### src/rtl/fifo_pkg.sv
// Shared definitions for the FIFO pointer/flag controller.
//   op_e  : decode of the {wr, rd} request pair
//   depth : number of entries for a given address width
package fifo_pkg;

  typedef enum logic [1:0] {
    OP_NOP  = 2'b00,
    OP_POP  = 2'b01,
    OP_PUSH = 2'b10,
    OP_BOTH = 2'b11
  } op_e;

  function automatic int unsigned depth(input int unsigned addr_width);
    return 32'd1 << addr_width;
  endfunction

endpackage

### src/rtl/fifo_ctrl.sv
// fifo_ctrl: pointer/flag controller that turns an external reg_file into a
// synchronous FIFO. It generates the write strobe and both addresses, and
// tracks fill level, full/empty and sticky overflow/underflow flags.
//
// Optional feature macro: FIFO_ALMOST_FLAGS_EN (adds almost_full/almost_empty).
//
// Ports:
//   clk          in   rising-edge clock
//   reset_n      in   asynchronous active-low reset
//   wr           in   push request (data goes straight into reg_file)
//   rd           in   pop request (entry at r_addr is consumed)
//   clear_err    in   pulse clearing the sticky error flags
//   wr_en        out  combinational write strobe to reg_file
//   w_addr       out  registered write pointer
//   r_addr       out  registered read pointer; r_data valid while empty=0
//   full, empty  out  registered status flags
//   level        out  registered entry count, 0..2**ADDR_WIDTH
//   overflow     out  sticky: push attempted while full (without a pop)
//   underflow    out  sticky: pop attempted while empty
//   almost_full  out  level >= AF_THRESH   (FIFO_ALMOST_FLAGS_EN only)
//   almost_empty out  level <= AE_THRESH   (FIFO_ALMOST_FLAGS_EN only)
//
// Request semantics: wr and rd are sampled on every rising edge with no
// ready handshake. A request that cannot be served (push while full with no
// pop, pop while empty) is dropped and recorded in the matching sticky flag.
module fifo_ctrl
  import fifo_pkg::*;
#(
  parameter int ADDR_WIDTH = 3,
  parameter int AF_THRESH  = 2**ADDR_WIDTH - 1,
  parameter int AE_THRESH  = 1
) (
  input  logic                  clk,
  input  logic                  reset_n,
  input  logic                  wr,
  input  logic                  rd,
  input  logic                  clear_err,
  output logic                  wr_en,
  output logic [ADDR_WIDTH-1:0] w_addr,
  output logic [ADDR_WIDTH-1:0] r_addr,
  output logic                  full,
  output logic                  empty,
  output logic [ADDR_WIDTH:0]   level,
  output logic                  overflow,
`ifdef FIFO_ALMOST_FLAGS_EN
  output logic                  almost_full,
  output logic                  almost_empty,
`endif
  output logic                  underflow
);

  localparam int unsigned         DEPTH   = depth(ADDR_WIDTH);
  localparam logic [ADDR_WIDTH:0] DEPTH_L = DEPTH[ADDR_WIDTH:0];
  localparam logic [ADDR_WIDTH:0] LVL_ONE = {{ADDR_WIDTH{1'b0}}, 1'b1};
  localparam logic [ADDR_WIDTH-1:0] PTR_ONE = {{(ADDR_WIDTH-1){1'b0}}, 1'b1};

  logic [ADDR_WIDTH-1:0] w_addr_q, w_addr_d;
  logic [ADDR_WIDTH-1:0] r_addr_q, r_addr_d;
  logic [ADDR_WIDTH:0]   level_q, level_d;
  logic                  full_q, full_d;
  logic                  empty_q, empty_d;
  logic                  overflow_q, overflow_d;
  logic                  underflow_q, underflow_d;

  logic do_push, do_pop, ovf_set, unf_set;
  op_e  op;

  assign op = op_e'({wr, rd});

  always_comb begin
    do_push = 1'b0;
    do_pop  = 1'b0;
    ovf_set = 1'b0;
    unf_set = 1'b0;
    case (op)
      OP_PUSH: begin
        if (!full_q) do_push = 1'b1;
        else         ovf_set = 1'b1;
      end
      OP_POP: begin
        if (!empty_q) do_pop  = 1'b1;
        else          unf_set = 1'b1;
      end
      OP_BOTH: begin
        // Empty: only the write happens, so the read never sees an unwritten
        // slot. Full: the pop frees the slot the push needs, so both proceed.
        do_push = 1'b1;
        if (empty_q) unf_set = 1'b1;
        else         do_pop  = 1'b1;
      end
      default: ;
    endcase
  end

  always_comb begin
    w_addr_d = do_push ? w_addr_q + PTR_ONE : w_addr_q;
    r_addr_d = do_pop  ? r_addr_q + PTR_ONE : r_addr_q;
    level_d  = level_q;
    if (do_push && !do_pop)      level_d = level_q + LVL_ONE;
    else if (do_pop && !do_push) level_d = level_q - LVL_ONE;
    full_d      = (level_d == DEPTH_L);
    empty_d     = (level_d == '0);
    // A new error on the same edge as clear_err wins.
    overflow_d  = ovf_set | (overflow_q  & ~clear_err);
    underflow_d = unf_set | (underflow_q & ~clear_err);
  end

  always_ff @(posedge clk or negedge reset_n) begin
    if (!reset_n) begin
      w_addr_q    <= '0;
      r_addr_q    <= '0;
      level_q     <= '0;
      full_q      <= 1'b0;
      empty_q     <= 1'b1;
      overflow_q  <= 1'b0;
      underflow_q <= 1'b0;
    end else begin
      w_addr_q    <= w_addr_d;
      r_addr_q    <= r_addr_d;
      level_q     <= level_d;
      full_q      <= full_d;
      empty_q     <= empty_d;
      overflow_q  <= overflow_d;
      underflow_q <= underflow_d;
    end
  end

`ifdef FIFO_ALMOST_FLAGS_EN
  localparam logic [ADDR_WIDTH:0] AF_L = AF_THRESH[ADDR_WIDTH:0];
  localparam logic [ADDR_WIDTH:0] AE_L = AE_THRESH[ADDR_WIDTH:0];

  logic almost_full_q, almost_empty_q;

  // Computed from next-state level so the flags change together with level.
  always_ff @(posedge clk or negedge reset_n) begin
    if (!reset_n) begin
      almost_full_q  <= 1'b0;
      almost_empty_q <= 1'b1;
    end else begin
      almost_full_q  <= (level_d >= AF_L);
      almost_empty_q <= (level_d <= AE_L);
    end
  end

  assign almost_full  = almost_full_q;
  assign almost_empty = almost_empty_q;
`endif

  assign wr_en     = do_push;
  assign w_addr    = w_addr_q;
  assign r_addr    = r_addr_q;
  assign level     = level_q;
  assign full      = full_q;
  assign empty     = empty_q;
  assign overflow  = overflow_q;
  assign underflow = underflow_q;

endmodule

### config.mk
export PLATFORM = sky130hd
export DESIGN_NAME = fifo_ctrl
export DESIGN_NICKNAME = d
export VERILOG_FILES = /design/src/rtl/fifo_pkg.sv /design/src/rtl/fifo_ctrl.sv
export SDC_FILE = /design/constraint.sdc
export NUM_CORES = 1
export LEC_CHECK = 0
export ABC_AREA = 1
export CAP_MARGIN = 20
export CORE_UTILIZATION = 47
export DETAILED_ROUTE_END_ITERATION = 8
export PLACE_DENSITY = 0.85
export SLEW_MARGIN = 20
export SYNTH_ARGS = -nofsm -noshare
export SYNTH_HDL_FRONTEND = slang
export SYNTH_SLANG_ARGS = --single-unit
### constraint.sdc
create_clock -name clk -period 1.4 [get_ports clk]
set_clock_uncertainty 0.05 [all_clocks]
set_input_delay 0.28 -clock clk [delete_from_list [all_inputs] [get_ports clk]]
set_output_delay 0.28 -clock clk [all_outputs]
set_load 0.05 [all_outputs]
======== Word-level counts from Yosys, hierarchy flattened ========
Index checks and enable logic that the tools add are counted.
cells by class
  add/sub/neg operators ................... 4
  equal/unequal tests ..................... 4
  multiplexer cells ....................... 10
  bitwise gates (word level) .............. 5
  reductions and logical operators ........ 6
operators by type and width
  cell                                                                    count
  4-bit two-way mux                                                       2
  1-bit two-way mux                                                       7
  3-bit by 1-bit adder with 3-bit output (second input constant)          2
  4-bit by 1-bit adder with 4-bit output (second input constant)          1
  2-bit equality test (second input constant)                             2
  4-bit equality test (second input constant)                             1
  4-bit logical NOT                                                       1
  4-bit by 1-bit subtractor with 4-bit output (second input constant)     1
  1-bit bitwise AND                                                       2
  2-bit by 1-bit equality test with 1-bit output (second input constant)  1
  1-bit logical AND                                                       2
  1-bit logical NOT                                                       2
  1-bit OR                                                                2
  1-bit one-hot mux with 2 select lines                                   1
  2-bit OR reduction                                                      1
  1-bit inverter                                                          1
storage, ports and cells
  bits in registers ....................... 14
  input bits .............................. 5
  output and inout port bits .............. 15
  logic and storage cells ................. 36

======== Longest topological paths before layout ========
  depth in word-level cells ............... 7
  mapped depth ............................ 10
  depth with buffers taken out ............ 10

======== Least setup slack after synthesis ========
OpenSTA, ideal clock, no wires.
  path kind ............................... reg2reg
  start ................................... reg level_q[0] (netlist: level[0])
  end ..................................... reg empty_q (netlist: empty)
  setup time .............................. 0.067 ns
  data arrival time ....................... 1.538 ns
  data required time ...................... 1.283 ns
  path slack .............................. -0.255 ns
  cell stages (with the launch flop) ...... 9
  buffers on the path ..................... 0
  period minus slack after synthesis ...... 1.655 ns
  cells stage by stage .................... dfrtp_1 > inv_1 > ha_1 > inv_1 > nand2_1 > nand2_1 > a21oi_1 > nand2_1 > nor2_1
on the way
  word-level cells in the longest chain between the ends .. 4
  elaborated cells between the ends (all ways) .. 5
  those cells by class .................... 2 x add/sub; 2 x mux; 1 x reduce/logical
RTL lines
  what                                         line              text
  start: declaration                           fifo_ctrl.sv:59   logic [ADDR_WIDTH:0] level_q, level_d;
  start signal: assignment                     fifo_ctrl.sv:120  level_q <= level_d;
  4-bit by 1-bit subtractor with 4-bit output  fifo_ctrl.sv:100  else if (do_pop && !do_push) level_d = level_q - LVL_ONE;
  4-bit two-way mux                            fifo_ctrl.sv:100
  4-bit two-way mux (*)                        fifo_ctrl.sv:99   if (do_push && !do_pop) level_d = level_q + LVL_ONE;
  4-bit logical NOT (*)                        fifo_ctrl.sv:102  empty_d = (level_d == '0);
  named net empty_d                            fifo_ctrl.sv:61   logic empty_q, empty_d;
  end signal: assignment                       fifo_ctrl.sv:122  empty_q <= empty_d;
  end: declaration                             fifo_ctrl.sv:61
Mark *: on every way through the listed nets, which the timed path passes. The rest lies on a longest branch.
A chain may end at the register's enable or synchronous reset.

======== Worst setup path in the final report ========
  start ................................... reg level_q[1] (netlist: level[1])
  end ..................................... out level[1]
RTL lines
  what              line             text
  end: declaration  fifo_ctrl.sv:43  output logic [ADDR_WIDTH:0] level,
No word-level cell between the ends.

==> impl_metrics.py <==
metrics = {
    "worst_setup_path": {
        "worstRegToRegCells": 8,
        "path_class": "reg2out",
        "r2r_slack_ns": 0.02,
        "reg2reg_from": "empty",
        "arrival_ns": 1.11,
        "worstSetupStartpointType": "flop",
        "critPathMaxFanout": 3,
        "crit_end": "level[1]",
        "r2r-end": "empty",
        "end_kind": "output port",
        "cp.required_ns": 1.07,
        "crit_start": "level[1]",
    },
    "yosys": {
        "avgSynthCellArea_um2": 8.73,
        "netlist_top_cells_area": "dfrtp_1 40%, nand2_1 12%, ha_1 6.2%, inv_1 6.1%, xnor2_1 5.5%",
        "yosysUniqueCellTypes": 18,
        "ys.warnings.count": 0,
        "syn_nets": 101,
        "synth_top_area_cell": "dfrtp_1",
        "ys_ff_latch": 14,
        "postSynthCellCount": 92,
        "synth_top_area_share_pct": 40.5,
        "synthesis.area_um2": 803,
        "seq_area_frac_synth_pct": 43.8,
    },
    "global_routing": {
        "grt_util_all_layers_pct": 22.1,
        "grt_start_max_net_pins": 9,
        "grt-ovfl-total": 0,
        "grt_pass1_vias": 745,
        "antenna_found_initial": 0,
        "grt_pass1_wl_um": 3130,
    },
    "clock_tree": {
        "clock_latency_ns": 0.28,
        "cts_made_buffers": 3,
        "clock_path_buffers": 2,
        "htree_num_levels": 1,
        "cts_hold_buf": 0,
        "cts_root_buf": "clkbuf_4",
        "cts_tree": "built",
        "clk_pin_slew_ns": 0.08,
        "clkSinkCount": 14,
    },
    "timing": {
        "min_period_ns": 1.44,
        "setup_ws_ns": -0.0374,
        "hold_viol": 0,
        "tns_ns": -0.0374,
        "timing.fmax_mhz": 696,
        "slew_headroom_pct": 79.4,
        "maxSlewViolCount": 0,
        "post-route-period-util_pct": 103,
        "worstMarginPinSlew_ns": 0.308,
        "hold_slack_ns": 0.194,
        "rsz0062_at_grt": "true",
        "setup_violations": 1,
    },
    "route": {
        "ant_nets": 0,
        "drt_pass1_iterations": 6,
        "viasPerCell": 5.03,
        "totalWireLength_um": 1830,
        "vias": 730,
        "drt_iter0_markers": 12,
        "drcViolationCount": 4,
        "wl_per_cell_um": 12.6,
    },
    "power_and_ir_drop": {
        "powerDensity_nw_per_um2": 2740,
        "ir_drop_v": 0.00157,
        "p_leak_nw": 0.676,
        "fin_total_pwr_mw": 3.69,
    },
    "final_layout": {
        "antennaDiodeCount": 0,
        "drive_gt1_share_pct": 48.1,
        "final_util_pct": 86.2,
        "final_nets": 139,
        "instances_no_fill": 145,
        "layout-area-overhead-vs-synth_pct": 67.3,
    },
    "die": {
        "start_util_pct": 51.5,
        "dieWidth_um": 43.3,
        "fp.dieH_um": 43.3,
        "core_area_um2": 1560,
        "die_area_um2": 1880,
        "pin_count": 20,
        "core.rowCount": 14,
    },
    "place": {
        "gp_congestion": 0.787,
        "place_inst": 138,
        "hpwl_um": 1480,
        "io_buffers": 19,
    },
    "status": {
        "violations": "design-rule violations, negative setup slack",
        "status": "finished with violations",
    },
    "flow_run": {
        "cap_violations": 0,
    },
    "worst_hold_path": {
        "hold_path_class": "in2async",
    },
}
-- layout make-up --
class	instances	area [um2]
Fill cell	71	215
Tap cell	16	20.0
Inverter	16	60.1
Multi-Input combinational cell	62	419
Sequential cell	14	357
Clock buffer	4	36.3
Timing Repair Buffer	33	452
-- critical path, cell delays in order (launching register included) --
cell and delay (ns):
dfrtp_2 0.43, buf_4 0.14, buf_6 0.11, buf_12 0.14
-- worst min path at each step --
stage	start	to	slack [ns]
2_1_floorplan	reset_n	full	-0.07
3_3_place_gp	w_addr[2]	w_addr[2]	0.46
3_5_place_dp	r_addr[2]	r_addr[2]	0.48
4_1_cts	reset_n	level[3]	0.20
5_1_grt	reset_n	level[3]	0.21
6_report	reset_n	level[3]	0.19
-- report_power, final --
part | switching, mW | total [mW] | internal (mW)
clock network | 0.131 | 0.290 | 0.158
registers | 0.251 | 0.861 | 0.610
logic | 1.33 | 2.54 | 1.20
-- through the flow --
step	setup WS (ns)	cell area, um2
6_report	-0.0374	1340
5_1_grt	-0.0937	1340
4_1_cts	0.00205	1310
3_5_place_dp	-0.337	1260
3_3_place_gp	-0.280	1260
2_1_floorplan	-0.0820	817
-- synth_stat cells, drive strengths merged --
master	count
a21oi	4
dfrtp	13
dfstp	1
ha	4
inv	16
nand2	31
nand3	9
nor2	7
o22ai	2
xnor2	5
-- cell usage in the layout, fill, tap and decap left out, types with 3 or more instances in the layout --
cell type,count
nand3_2,5
inv_1,10
ha_1,3
dfrtp_2,4
buf_12,15
nand2_2,3
a21oi_2,3
nand3_1,3
dfrtp_1,9
nand2_1,26
clkbuf_4,3
xnor2_1,5
nor2_1,5
inv_2,6
buf_4,12
-- cells by family (layout without fill, tap and decap cells) --
logic type | Yosys count | after routing | synth area share, %
buffers and inverters | 16 | 53 | 7.48
XOR/XNOR | 5 | 5 | 5.45
AO/OA/AOI/OAI | 6 | 6 | 5.92
adder cells (fa/ha/maj) | 4 | 4 | 6.23
flip-flops | 14 | 14 | 43.8
AND/OR/NAND/NOR | 47 | 47 | 31.2
-- flip-flops by register name, indices dropped and copies added (netlist names) --
name and flops:
r_addr 3, level 4, full 1, empty 1, overflow 1, underflow 1
w_addr 3
-- repair_timing --
item	CTS	global route
pin swaps	2	9
gates resized for setup	2	9
buffers inserted	2	1
setup endpoints to repair	3	5
-- routing by layer --
metal  track usage (%)  up-vias  part of all wire (%)
li1                  -      360                     -
met1              26.8      341                    44
met2              39.4       22                    50
met3              2.92        7                   3.7
met4              9.38        0                   2.2
met5                 0        -                     0
(Power assumes the default switching activity.)
